## src/rtl/mult_div_pkg.sv

```systemverilog
`default_nettype none
// ============================================================================
//  Module      : mult_div_pkg
//  Description : Shared definitions for the MULT/DIV sequencer: FSM state
//                encoding, operation codes and the iteration-counter width
//                helper.
//  Revision    : 1.0 - initial release
// ============================================================================
package mult_div_pkg;

   // Sequencer states. The width is fixed so the encoding is stable
   // across tools.
   typedef enum logic [2:0] {
      IDLE = 3'd0,
      MULT = 3'd1,
      DIV  = 3'd2,
      FIX  = 3'd3,
      DONE = 3'd4
   } md_state_e;

   localparam logic OP_MULT = 1'b0;
   localparam logic OP_DIV  = 1'b1;

   localparam int unsigned MD_WIDTH_DEFAULT = 32;

   // Counter width. A counter running 0 .. WIDTH-1 needs $clog2(WIDTH)
   // bits; the guard keeps it at least one bit wide.
   function automatic int unsigned md_cnt_width(input int unsigned width);
      return (width > 1) ? $clog2(width) : 1;
   endfunction

endpackage : mult_div_pkg
`default_nettype wire

```

## src/rtl/md_cond_neg.sv

```systemverilog
`default_nettype none
// ============================================================================
//  Module      : md_cond_neg
//  Description : Combinational conditional two's-complement negate.
//                res_o = neg_i ? -val_i : val_i, modulo 2^WIDTH.
//  Ports       : val_i [WIDTH] - input value
//                neg_i         - 1 = negate
//                res_o [WIDTH] - result
//  Revision    : 1.0 - initial release
// ============================================================================
module md_cond_neg #(
   parameter int WIDTH = 32
) (
   input  logic [WIDTH-1:0] val_i,
   input  logic             neg_i,
   output logic [WIDTH-1:0] res_o
);

   assign res_o = neg_i ? ((~val_i) + WIDTH'(1)) : val_i;

endmodule : md_cond_neg
`default_nettype wire

```

## src/rtl/mult_div_seq.sv

```systemverilog
`default_nettype none
// ============================================================================
//  Module      : mult_div_seq
//  Description : Multicycle signed MULT/DIV sequencer. Radix-2 Booth multiply
//                or restoring divide on magnitudes, WIDTH iterations, then a
//                sign-fix cycle and a one-cycle done pulse.
//  Ports       : clk, reset   - clock, synchronous active-high reset
//                start, op    - request (op 0 = MULT, 1 = DIV), IDLE only
//                a, b         - operands, latched on an accepted start
//                hi, lo       - MULT: product high/low; DIV: remainder/quotient
//                busy         - high in every state except IDLE
//                done         - one-cycle completion pulse
//                div0         - divide by zero, valid with done
//  Config      : MULT_DIV_EARLY_OUT_EN - when defined, a MULT with a zero
//                operand completes in one cycle with hi = lo = 0.
//  Revision    : 1.0 - initial release
// ============================================================================
module mult_div_seq
   import mult_div_pkg::*;
#(
   parameter int WIDTH = MD_WIDTH_DEFAULT
) (
   input  logic             clk,
   input  logic             reset,
   input  logic             start,
   input  logic             op,
   input  logic [WIDTH-1:0] a,
   input  logic [WIDTH-1:0] b,
   output logic [WIDTH-1:0] hi,
   output logic [WIDTH-1:0] lo,
   output logic             busy,
   output logic             done,
   output logic             div0
);

   localparam int unsigned       CNT_W    = md_cnt_width(WIDTH);
   localparam logic [CNT_W-1:0]  CNT_LAST = CNT_W'(WIDTH - 1);

   // ---------------------------------------------------------------------
   // State and datapath registers
   // ---------------------------------------------------------------------
   md_state_e        state_q, state_d;
   logic [CNT_W-1:0] cnt_q;
   logic [WIDTH-1:0] acc_q;      // Booth accumulator / divide remainder
   logic [WIDTH-1:0] mq_q;       // Booth multiplier / divide quotient
   logic [WIDTH-1:0] m_q;        // multiplicand / divisor magnitude
   logic             q1_q;       // Booth q(-1) bit
   logic             neg_quo_q;  // negate quotient in FIX
   logic             neg_rem_q;  // negate remainder in FIX
   logic             div0_q;     // current completion is a divide by zero
   logic [WIDTH-1:0] hi_q, lo_q;

   // ---------------------------------------------------------------------
   // Start decode
   // ---------------------------------------------------------------------
   logic w_start_div0;
   logic w_start_early;

   assign w_start_div0 = start && (op == OP_DIV) && (b == '0);

`ifdef MULT_DIV_EARLY_OUT_EN
   assign w_start_early = start && (op == OP_MULT) && ((a == '0) || (b == '0));
`else
   assign w_start_early = 1'b0;
`endif

   // ---------------------------------------------------------------------
   // Operand magnitudes and result sign correction
   // ---------------------------------------------------------------------
   logic [WIDTH-1:0] w_a_mag, w_b_mag;
   logic [WIDTH-1:0] w_hi_fix, w_lo_fix;

   md_cond_neg #(.WIDTH(WIDTH)) u_neg_a (
      .val_i (a),
      .neg_i (a[WIDTH-1]),
      .res_o (w_a_mag)
   );

   md_cond_neg #(.WIDTH(WIDTH)) u_neg_b (
      .val_i (b),
      .neg_i (b[WIDTH-1]),
      .res_o (w_b_mag)
   );

   // For MULT both negate flags are clear, so FIX passes {acc, mq} through.
   md_cond_neg #(.WIDTH(WIDTH)) u_neg_rem (
      .val_i (acc_q),
      .neg_i (neg_rem_q),
      .res_o (w_hi_fix)
   );

   md_cond_neg #(.WIDTH(WIDTH)) u_neg_quo (
      .val_i (mq_q),
      .neg_i (neg_quo_q),
      .res_o (w_lo_fix)
   );

   // ---------------------------------------------------------------------
   // Booth step. The add/subtract is done one bit wider than the
   // accumulator so that a most-negative multiplicand cannot overflow
   // before the arithmetic shift; the shifted value always fits back
   // into WIDTH bits.
   // ---------------------------------------------------------------------
   logic [WIDTH:0] w_acc_ext, w_m_ext, w_booth_sum;

   assign w_acc_ext = {acc_q[WIDTH-1], acc_q};
   assign w_m_ext   = {m_q[WIDTH-1], m_q};

   always_comb begin
      w_booth_sum = w_acc_ext;
      case ({mq_q[0], q1_q})
         2'b01:   w_booth_sum = w_acc_ext + w_m_ext;
         2'b10:   w_booth_sum = w_acc_ext - w_m_ext;
         default: w_booth_sum = w_acc_ext;
      endcase
   end

   // ---------------------------------------------------------------------
   // Restoring divide step. The partial remainder is always below the
   // divisor, so the shifted trial value needs one extra bit and the
   // difference (when taken) fits back into WIDTH bits.
   // ---------------------------------------------------------------------
   logic [WIDTH:0]   w_trial;
   logic             w_trial_ge;
   logic [WIDTH-1:0] w_trial_diff;
   logic [WIDTH-1:0] w_rem_next;

   assign w_trial      = {acc_q, mq_q[WIDTH-1]};
   assign w_trial_ge   = (w_trial >= {1'b0, m_q});
   assign w_trial_diff = w_trial[WIDTH-1:0] - m_q;
   assign w_rem_next   = w_trial_ge ? w_trial_diff : w_trial[WIDTH-1:0];

   logic             w_last_iter;
   logic [CNT_W-1:0] w_cnt_next;

   assign w_last_iter = (cnt_q == CNT_LAST);
   assign w_cnt_next  = w_last_iter ? '0 : (cnt_q + CNT_W'(1));

   // ---------------------------------------------------------------------
   // FSM: state register
   // ---------------------------------------------------------------------
   always_ff @(posedge clk) begin
      if (reset) begin
         state_q <= IDLE;
      end else begin
         state_q <= state_d;
      end
   end

   // ---------------------------------------------------------------------
   // FSM: next-state logic
   // ---------------------------------------------------------------------
   always_comb begin
      state_d = state_q;
      case (state_q)
         IDLE: begin
            if (start) begin
               if (w_start_div0 || w_start_early) begin
                  state_d = DONE;
               end else if (op == OP_DIV) begin
                  state_d = DIV;
               end else begin
                  state_d = MULT;
               end
            end
         end
         MULT, DIV: begin
            if (w_last_iter) begin
               state_d = FIX;
            end
         end
         FIX:     state_d = DONE;
         DONE:    state_d = IDLE;
         default: state_d = IDLE;
      endcase
   end

   // ---------------------------------------------------------------------
   // FSM: outputs, decoded from registered state only
   // ---------------------------------------------------------------------
   always_comb begin
      busy = 1'b0;
      done = 1'b0;
      div0 = 1'b0;
      if (state_q != IDLE) begin
         busy = 1'b1;
      end
      if (state_q == DONE) begin
         done = 1'b1;
         div0 = div0_q;
      end
   end

   assign hi = hi_q;
   assign lo = lo_q;

   // ---------------------------------------------------------------------
   // Datapath registers
   // ---------------------------------------------------------------------
   always_ff @(posedge clk) begin
      if (reset) begin
         cnt_q     <= '0;
         acc_q     <= '0;
         mq_q      <= '0;
         m_q       <= '0;
         q1_q      <= 1'b0;
         neg_quo_q <= 1'b0;
         neg_rem_q <= 1'b0;
         div0_q    <= 1'b0;
         hi_q      <= '0;
         lo_q      <= '0;
      end else begin
         case (state_q)
            IDLE: begin
               if (start) begin
                  cnt_q  <= '0;
                  acc_q  <= '0;
                  q1_q   <= 1'b0;
                  div0_q <= w_start_div0;
                  if (op == OP_DIV) begin
                     mq_q      <= w_a_mag;
                     m_q       <= w_b_mag;
                     neg_quo_q <= a[WIDTH-1] ^ b[WIDTH-1];
                     neg_rem_q <= a[WIDTH-1];
                  end else begin
                     mq_q      <= b;
                     m_q       <= a;
                     neg_quo_q <= 1'b0;
                     neg_rem_q <= 1'b0;
                  end
                  if (w_start_early) begin
                     hi_q <= '0;
                     lo_q <= '0;
                  end
               end
            end
            MULT: begin
               acc_q <= w_booth_sum[WIDTH:1];
               mq_q  <= {w_booth_sum[0], mq_q[WIDTH-1:1]};
               q1_q  <= mq_q[0];
               cnt_q <= w_cnt_next;
            end
            DIV: begin
               acc_q <= w_rem_next;
               mq_q  <= {mq_q[WIDTH-2:0], w_trial_ge};
               cnt_q <= w_cnt_next;
            end
            FIX: begin
               hi_q <= w_hi_fix;
               lo_q <= w_lo_fix;
            end
            default: begin
            end
         endcase
      end
   end

endmodule : mult_div_seq
`default_nettype wire

```

## config.mk

```make
export PLATFORM = sky130hd
export DESIGN_NAME = mult_div_seq
export DESIGN_NICKNAME = d
export VERILOG_FILES = /design/src/rtl/mult_div_pkg.sv /design/src/rtl/md_cond_neg.sv /design/src/rtl/mult_div_seq.sv
export SDC_FILE = /design/constraint.sdc
export NUM_CORES = 1
export LEC_CHECK = 0
export ABC_AREA = 1
export BUFFER_PORTS_ARGS = -buffer_cell sky130_fd_sc_hd__buf_4
export CAP_MARGIN = 20
export CELL_PAD_IN_SITES_DETAIL_PLACEMENT = 0
export CELL_PAD_IN_SITES_GLOBAL_PLACEMENT = 2
export CORE_MARGIN = 5
export CORE_UTILIZATION = 35
export DETAILED_ROUTE_END_ITERATION = 7
export PLACE_DENSITY_LB_ADDON = 0.05
export SLEW_MARGIN = 15
export SYNTH_ARGS = -nofsm -noshare
export SYNTH_HDL_FRONTEND = slang
export SYNTH_SLANG_ARGS = --single-unit
```

## constraint.sdc

```tcl
create_clock -name clk -period 8.85 [get_ports clk]
set_clock_uncertainty 0.2 [all_clocks]
set_input_delay 1.77 -clock clk [delete_from_list [all_inputs] [get_ports clk]]
set_output_delay 1.77 -clock clk [all_outputs]
set_load 0.01 [all_outputs]
```

* After elaboration in Yosys (flattened, before gate mapping)
Index checks and enable logic that the tools add are counted.
** Word-level totals
- Memory bits (read-only) :: 0
- Bits in registers :: 172
- Memories kept :: 0
- RAM bits :: 0
- Input bits :: 68
- Bits in latches :: 0
- Output and inout bits :: 67
- Logic and storage cells :: 78
** Operators by class
- Reductions and logical operators :: 15
- Add/sub/neg operators :: 8
- Muxes and demuxes :: 27
- $lt $le $gt $ge :: 1
- Eq/ne operators :: 10
- Divide/modulo/power cells :: 0
- Shift-type cells :: 0
- Multipliers :: 0
- Bitwise logic cells :: 5
** Operators by type and width (count)
- 2-to-1 mux 32 bit :: 9
- case mux 32 bit (3 select lines) :: 2
- adder 32 x 1 -> 32 bit (second input constant) :: 4
- inverter 32 bit :: 4
- case mux 33 bit (2 select lines) :: 1
- adder 32 x 32 -> 33 bit :: 1
- greater-or-equal comparator 33 x 32 -> 1 bit :: 1
- subtractor 32 x 32 -> 33 bit :: 1
- logical NOT 32 bit :: 1
- subtractor 32 bit :: 1
- 2-to-1 mux 5 bit :: 2
- case mux 5 bit (2 select lines) :: 1
- AND reduction 2 bit :: 5
- 2-to-1 mux 3 bit :: 3
- case mux 3 bit (3 select lines) :: 1
- == test 3 x 2 -> 1 bit (second input constant) :: 2
- 2-to-1 mux 1 bit :: 6
- nonzero test 3 bit :: 2
- adder 5 x 1 -> 5 bit (second input constant) :: 1
- == test 5 bit (second input constant) :: 1
- nonzero test 2 bit :: 2
- == test 3 x 1 -> 1 bit (second input constant) :: 1
- == test 3 bit (second input constant) :: 1
- logical NOT 3 bit :: 1
- other kinds (11) :: 12

* Logic depth before layout (Yosys ltp)
Gate-level depths: netlist of run 1.
- Depth in word-level cells :: 6
- Depth in mapped cells :: 26
- Gate-level depth less buffers :: 26

* Modules after synthesis
Synthesis of run 1 repeated with hierarchy kept, for this count alone.
** Unflattened totals
- Cell total of the unflattened synthesis :: 3270
- Area total of the unflattened synthesis :: 18320.1 sq um
** Modules (own cells, without submodules)
- mult_div_seq :: area an instance 13885.8 sq um, cells each 2362, sequential area each 3443.3 sq um, times used 1
- md_cond_neg :: area an instance 1108.6 sq um, cells each 227, sequential area each 0.0 sq um, times used 4

* Worst setup path after synthesis of run 1
Ideal clock, no wire load.
- Path kind :: input to register
- Start :: input b[1]
- End :: register m_q[30]
- Path slack :: 5.376 ns
- Arrival :: 3.165 ns
- Buffers on the path :: 0
- Setup time :: 0.109 ns
- Stages on the path :: 17
- Required time :: 8.541 ns
- Cell sequence :: inv_1 -> ha_1 -> inv_1 -> nor3_2 -> nand2_1 -> nor2_1 -> nand2_1 -> nand2_1 -> nand2_1 -> inv_1 -> nand2_1 -> inv_1 -> nand2_1 -> nand2_1 -> nand3_1 -> nand2_1 -> inv_1
** Between the ends
- Cells in the longest elaborated chain, start to end :: 4
** RTL lines
- start: declaration :: RTL line mult_div_seq.sv:28 : input logic [WIDTH-1:0] b,
- inverter 32 bit :: RTL line md_cond_neg.sv:19 : assign res_o = neg_i ? ((~val_i) + WIDTH'(1)) : val_i;
- adder 32 x 1 -> 32 bit :: RTL line md_cond_neg.sv:19
- 2-to-1 mux 32 bit :: RTL line md_cond_neg.sv:19
- 2-to-1 mux 32 bit :: RTL line mult_div_seq.sv:220 : if (op == OP_DIV) begin
- end signal: assignment :: RTL line mult_div_seq.sv:222 : m_q <= w_b_mag;
- end: declaration :: RTL line mult_div_seq.sv:46 : logic [WIDTH-1:0] m_q;
No other way between the ends.
A chain may end at the register's enable or synchronous reset.

* Worst setup path in the final report of run 1
- Start :: input start
- End :: register acc_q[1]
** Between the ends
- Cells in the longest elaborated chain, start to end :: 2
** RTL lines
- start: declaration :: RTL line mult_div_seq.sv:25 : input logic start,
- inequality test 2 bit (no line)
- AND reduction 2 bit (no line)
- end signal: assignment :: RTL line mult_div_seq.sv:238 : acc_q <= w_booth_sum[WIDTH:1];
- end signal: assignment :: RTL line mult_div_seq.sv:244 : acc_q <= w_rem_next;
- end: declaration :: RTL line mult_div_seq.sv:44 : logic [WIDTH-1:0] acc_q;
No other way between the ends.

==> reports/results.ini, run 1 <==
[finish]
layout-drive-gt1-share=0.07416
fin_util=0.3959
area_growth_pct=12.48
fin_nets=3109
antennaDiodeCount=0

[worst_setup_path]
critPathLaunchType=input pin
path_max_fanout=87
critPathLaunch=start
r2r_start=q1_q
critPathArrivalTime_ps=4660
cp-end-kind=flip-flop
r2r_setup_slack_ps=4510
timing.rr.end=acc_q[17]
endpoint=acc_q[1]
required_ps=9020
criticalPathCategory=input pin to flip-flop
rr_worst_depth=19

[die]
rows=80
die_h_um=228.4
initial_utilization=0.3520
die-area_sq_um=52180
die_w_um=228.4
coreArea_sq_um=47450
pin_count=135

[synthesis]
synth-main-ff-cell=dfxtp_1
yosysWarnings=0
synthArstFlopShare=0
synth_fp_nets=3051
synth_edf_count=0
synth_cell_types=48
yosysSeqAreaShare=0.2062
synth_area_sq_um=16700
netlist_instances=2909
ys_ff_latch=172
syn_avg_cell_area_sq_um=5.741

[sta]
slew_viol_final=0
hold_viol=0
fin_crit_ps=4485
fin_crit_sh=0.5068
fmax_mhz=223.0
tightestPinTransition_ps=931.9
setup_viol=0
finalSetupTns_ps=0
slew_headroom=0.3778
layout_setup_ws_ps=4365
rsz0062_at_grt=no

[power]
vdd_drop_max_v=0.0001955
finalPower_w=0.007600
power.density_nw_per_um2=404.6
p_leak_nw=9.321

[global_route]
grt_start_max_net_pins=88
grt_usage=0.2867
grt_pass1_wl_um=114700
grt_pass1_vias=18060
grt.overflow.total=0
antenna_found_initial=0

[clocking]
cts_setup_buffers=0
hold_buffers=0
clock_sink_count=172
cts_resized=0
clock_path_buffers=2
cts_tree=done
insertion_delay_ps=480
clk_pin_slew_worst_paths_ps=90
htreeDepth=4
cts_root_buf=clkbuf_16
cts_buffers=17

[detailed_routing]
vias_per_cell=5.387
dr.pass1.iters=5
wl_per_cell_um=21.57
num_vias=19370
drt_iter0_markers=1813
drcViolationCount=0
wl_um=77530
ant_nets=0

[flow_run]
cap_violations=0

[worst_hold_path]
hp-class=flip-flop to flip-flop

[place]
routabilityCongestion=0.9696
preCtsSetupSlack_ps=3908
io_buffers=134
post-dp-hpwl_um=62370

[outcome]
run_status=completed

[worst min path at each step]
stage,start,cells after the start,end
after CTS,cnt_q[4],2,cnt_q[4]
after global routing,cnt_q[3],2,cnt_q[3]
after detailed placement,cnt_q[4],2,cnt_q[4]
after floorplan,cnt_q[3],2,cnt_q[3]
final,cnt_q[4],2,cnt_q[4]
after global placement,cnt_q[3],2,cnt_q[3]
[cells by family (layout without fill, tap and decap cells)]
family / Yosys count / count (layout) / share of synthesized area
adders and majority gates: 74 / 74 / 0.05634
buffers and inverters: 545 / 616 / 0.1255
AOI/OAI and AO/OA: 649 / 649 / 0.2194
and+or+nand+nor: 1362 / 1362 / 0.3365
DFF: 172 / 172 / 0.2062
xor gates and xnor gates: 107 / 107 / 0.05611
[sequential cells by signal (all words and copies together) (netlist names)]
signal / flops
state_q: 3
m_q: 32
mq_q: 32
acc_q: 32
neg_rem_q: 1
div0_q: 1
q1_q: 1
neg_quo_q: 1
cnt_q: 5
lo: 32
hi: 32
[cells in the final DEF (no fill, tap or decap), types with 32 or more instances in the layout]
cell,n
nand4_1,32
o211ai_1,39
nand2_1,756
a21oi_1,271
dfxtp_1,172
xor2_1,81
buf_4,149
nand3_1,181
o21ai_0,227
ha_1,72
inv_1,422
nor2_1,316
[layout make-up]
type | instances | area, sq um
fillers | 5400 | 28660
multi-input cells | 2192 | 11170
flip-flops and latches | 172 | 3443
inverters | 435 | 1634
repair buffers | 149 | 1119
well taps | 615 | 769.5
clock buffers | 17 | 425.4
clock inverters | 15 | 226.5
[synth_stat cells, types with 3 or more instances]
cell | number | area, sq um
nor4_1 | 10 | 62.56
ha_1 | 72 | 900.9
o21bai_1 | 15 | 112.6
o21a_1 | 3 | 22.52
buf_4 | 3 | 22.52
a31oi_1 | 16 | 100.1
inv_1 | 423 | 1588
nor2_1 | 316 | 1186
buf_6 | 3 | 33.78
buf_1 | 9 | 33.78
nand2_1 | 756 | 2838
nor3_1 | 30 | 150.1
o21ai_1 | 8 | 40.04
a21o_1 | 5 | 37.54
or2_2 | 7 | 43.79
buf_2 | 13 | 65.06
dfxtp_1 | 172 | 3443
a21boi_0 | 3 | 22.52
xnor2_1 | 26 | 227.7
clkbuf_1 | 82 | 307.8
a21oi_1 | 271 | 1356
nor3_2 | 4 | 40.04
nand3b_1 | 7 | 52.55
o22ai_1 | 4 | 25.02
nand2_2 | 4 | 25.02
nand4_1 | 32 | 200.2
nor2_2 | 7 | 43.79
o211ai_1 | 39 | 292.8
a221oi_2 | 3 | 45.04
o31ai_1 | 4 | 30.03
inv_2 | 11 | 41.29
nand3_1 | 181 | 905.9
a221oi_1 | 27 | 236.5
o221ai_1 | 18 | 157.7
xor2_1 | 81 | 709.4
o21ai_0 | 227 | 1136
[power breakdown]
part	internal, W	total, W	switching, W
clock network	0.000402	0.000834	0.000432
logic	0.00161	0.00545	0.00384
registers	0.000970	0.00131	0.000342
total	0.00299	0.00760	0.00461
[metrics by stage]
step	instances	hold WS (ps)	area, sq um
3_3_place_gp	3563	248.8	18130
2_1_floorplan	2909	239.3	16700
3_5_place_dp	3563	260.8	18130
5_1_grt	3595	303.1	18790
4_1_cts	3595	273.4	18790
6_report	3595	272.9	18790
[layer usage]
metal | part of all wire | up-vias | global-route usage
li1 | - | 9629 | -
met1 | 0.43 | 9007 | 0.3655
met2 | 0.48 | 619 | 0.4946
met3 | 0.050 | 110 | 0.03280
met4 | 0.042 | 0 | 0.1163
met5 | 0 | - | 0
[critical path, cell delays in order]
cell	delay (ps)
buf_4	90
inv_1	100
nor2_8	320
inv_2	40
buf_4	310
nand2_2	110
buf_4	670
inv_2	600
a31oi_1	310
o21ai_0	120
inv_1	80
a21oi_1	60
(Power assumes the default switching activity.)
==> run 2, diff against run 1 <==
--- a/config.mk
+++ b/config.mk
@@ -5,13 +5,13 @@
 export SDC_FILE = /design/constraint.sdc
 export NUM_CORES = 1
 export LEC_CHECK = 0
-export ABC_AREA = 1
+export ABC_AREA = 0
 export BUFFER_PORTS_ARGS = -buffer_cell sky130_fd_sc_hd__buf_4
 export CAP_MARGIN = 20
 export CELL_PAD_IN_SITES_DETAIL_PLACEMENT = 0
 export CELL_PAD_IN_SITES_GLOBAL_PLACEMENT = 2
 export CORE_MARGIN = 5
-export CORE_UTILIZATION = 35
+export CORE_UTILIZATION = 32
 export DETAILED_ROUTE_END_ITERATION = 7
 export PLACE_DENSITY_LB_ADDON = 0.05
 export SLEW_MARGIN = 15
==> constraint.sdc (replaced) <==
create_clock -name clk -period 3.8 [get_ports clk]
set_clock_uncertainty 0.2 [all_clocks]
set_input_delay 0.76 -clock clk [delete_from_list [all_inputs] [get_ports clk]]
set_output_delay 0.76 -clock clk [all_outputs]
set_load 0.01 [all_outputs]
==> run 2 against run 1 <==
Against the previous run:
- the flow now finishes with violations (negative setup slack)
- clock power rose by 130%
- area after synthesis decreased by 13%
- largest cell class unchanged
- design area shrank 0.69%
- combinational power shrank 16%
- routed wire length down 26%
- clock-buffer cell count rose by 2
- die area fell by 4.4%
- power rose by 13%
- first-iteration DRC count shrank 37%
==> reports/results.ini, run 2 <==
[outcome]
run_status=finished with violations
violations=negative setup slack

[global_route]
grt_pass1_vias=14780  ; -18%
grt_pass1_wl_um=87430  ; -24%
grt_usage=0.2229  ; -0.06381
grt_start_max_net_pins=127  ; +44%
grt.overflow.total=0  ; unchanged
antenna_found_initial=0  ; unchanged

[finish]
antennaDiodeCount=0  ; unchanged
final_cell_mix=buf_4 (338), nor2_1 (209), dfxtp_1 (167), a21oi_1 (162), nand2_1 (136)
fillers=4752  ; -12%
final_common_cell=buf_4
area_growth_pct=28.04
layout-drive-gt1-share=0.2371  ; +0.1629
fin_nets=2319  ; -25%

[worst_setup_path]
critPathLaunchType=flip-flop
path_max_fanout=3  ; -97%
required_ps=3950  ; -5070 ps
critPathArrivalTime_ps=4490  ; -170 ps
cp-end-kind=flip-flop
criticalPathCategory=flip-flop to flip-flop

[sta]
rsz0062_at_grt=yes
fin_crit_sh=1.142
fin_crit_ps=4341
tightestPinTransition_ps=919.4  ; -12.46 ps
layout_setup_ws_ps=-541.0  ; -4906 ps
setup_viol=10  ; +10
slew_viol_final=0  ; unchanged
fmax_mhz=230.4
finalSetupTns_ps=-3972  ; -3972 ps
hold_viol=0  ; unchanged
slew_headroom=0.3862  ; +0.008374
timing.hold.ws_ps=258.5  ; -14.40 ps

[synthesis]
yosysWarnings=0  ; unchanged
synth_area_sq_um=14570  ; -13%
post-synth-top-count-cell=nor2_1
yosys.area.top_type=dfxtp_1
ys_ff_latch=172  ; unchanged
synth.top_cell.area_share=0.2363  ; +0.03013
netlist_instances=1942  ; -33%
synth_edf_count=0  ; unchanged
yosysSeqAreaShare=0.2363  ; +0.03013
synth_fp_nets=2084  ; -32%
yosys-top-cells-count=nor2_1 (216), a21oi_1 (174), dfxtp_1 (172)
synth-main-ff-cell=dfxtp_1
synth_cell_types=81  ; +69%
synth_area_leaders=dfxtp_1 (24%), xor2_1 (6.8%), ha_1 (6.2%)
synthArstFlopShare=0  ; unchanged
syn_avg_cell_area_sq_um=7.503  ; +31%

[detailed_routing]
drt_iter0_markers=1136  ; -37%
ant_nets=0  ; unchanged
drcViolationCount=0  ; unchanged
wl_um=57120  ; -26%
vias_per_cell=5.524  ; +2.5%
dr.pass1.iters=8  ; +3
num_vias=15410  ; -20%
wl_per_cell_um=20.48  ; -5.0%

[die]
rows=78  ; -2.5%
die-area_sq_um=49900  ; -4.4%
die_w_um=223.4  ; -2.2%
die_h_um=223.4  ; -2.2%
coreArea_sq_um=45190  ; -4.8%
initial_utilization=0.3225  ; -0.02953
pin_count=135  ; unchanged

[clocking]
clk_pin_slew_worst_paths_ps=80  ; about the same
htreeDepth=4  ; unchanged
cts_tree=done
clock_path_buffers=2  ; unchanged
clock_sink_count=172  ; unchanged
insertion_delay_ps=490  ; about the same
hold_buffers=0  ; unchanged
cts_root_buf=clkbuf_16
cts_buffers=17  ; unchanged

[power]
finalPower_w=0.008609  ; +13%
p_leak_nw=7.503  ; -20%
power.density_nw_per_um2=461.4  ; +14%
vdd_drop_max_v=0.0003000  ; +53%

[place]
post-dp-hpwl_um=44900  ; -28%
io_buffers=134  ; unchanged
preCtsSetupSlack_ps=-523.6  ; -4432 ps
routabilityCongestion=0.9021  ; -7.0%

[flow_run]
cap_violations=0  ; unchanged

[worst_hold_path]
hp-class=flip-flop to flip-flop

run 2: cell count changes in the layout (fill, tap and decap cells not counted), sizes merged, moves of 46 or more:
cell | previous run | this run
nand3 | 181 | 32
inv | 444 | 75
o21ai | 236 | 132
a21oi | 271 | 175
nand2 | 760 | 138
buf | 149 | 355
nor2 | 325 | 216
xnor2 | 26 | 72
a211oi | 2 | 110
run 2: power breakdown:
part           internal (W)  leakage (nW)  total (W)  switching [W]
Combinational       0.00204          5.81    0.00459        0.00255
Clock               0.00105         0.285    0.00190       0.000850
Sequential          0.00194          1.41    0.00212       0.000173
Total               0.00504          7.50    0.00861        0.00357
run 2: what timing repair did:
action | in CTS | in global routing
setup buffers | 4 | 12
setup endpoints to repair | 12 | 29
resized for setup | 20 | 73
pin swaps | 33 | 54
run 2: critical path, cell delays in order (launching register included):
cell and delay, ps:
dfxtp_2 320, or4_4 540, or3_4 380, nor2_4 140, nor2_2 50, xnor2_1 130, ha_1 320, a2111oi_4 430
o21ai_2 120, a221o_1 330, or3_4 350, a21oi_4 160, nor4_2 80, or4b_1 480, nand3_1 100, a31oi_1 80
run 2: cells by family after synthesis:
logic type | after synthesis | share of synthesized area
flops | 172 | 0.2363
xor+xnor | 185 | 0.1112
simple gates | 579 | 0.1905
fa+ha+maj | 74 | 0.06457
buf+inv | 212 | 0.05650
compound gates | 694 | 0.3220
mux | 26 | 0.01898
run 2: area by class of cell:
cell class / count / area, sq um / area share
Tap cell: 600 / 750.7 / 0.04024
Clock buffer: 19 / 442.9 / 0.02374
Clock inverter: 12 / 165.2 / 0.008853
Inverter: 73 / 276.5 / 0.01482
Sequential cell: 172 / 3455 / 0.1852
Timing Repair Buffer: 355 / 2790 / 0.1496
Multi-Input combinational cell: 1558 / 10780 / 0.5776
run 2: layer usage:
metal	global-route usage	vias to the layer above	wire length, um
li1	-	7679	-
met1	0.3043	7343	26510
met2	0.3647	335	26780
met3	0.03237	49	2511
met4	0.06798	0	1318
met5	0	-	0
run 2: final timing paths:
path                            startpoint         to  slack (ps)  cells past startpoint
worst max-delay path                m_q[8]  acc_q[26]        -540                     15
worst max register to register      m_q[8]  acc_q[26]        -540                     15
worst min-delay path                lo[20]     lo[20]         260                      2
worst min register to register      lo[20]     lo[20]         260                      2
run 2: metrics by stage:
step,utilization,instance area (sq um),cells
after floorplan,-,14640,1942
after global placement,0.3881,17540,2747
after detailed placement,0.3881,17540,2747
after CTS,0.4045,18280,2782
after global routing,0.4129,18660,2789
final,0.4129,18660,2789
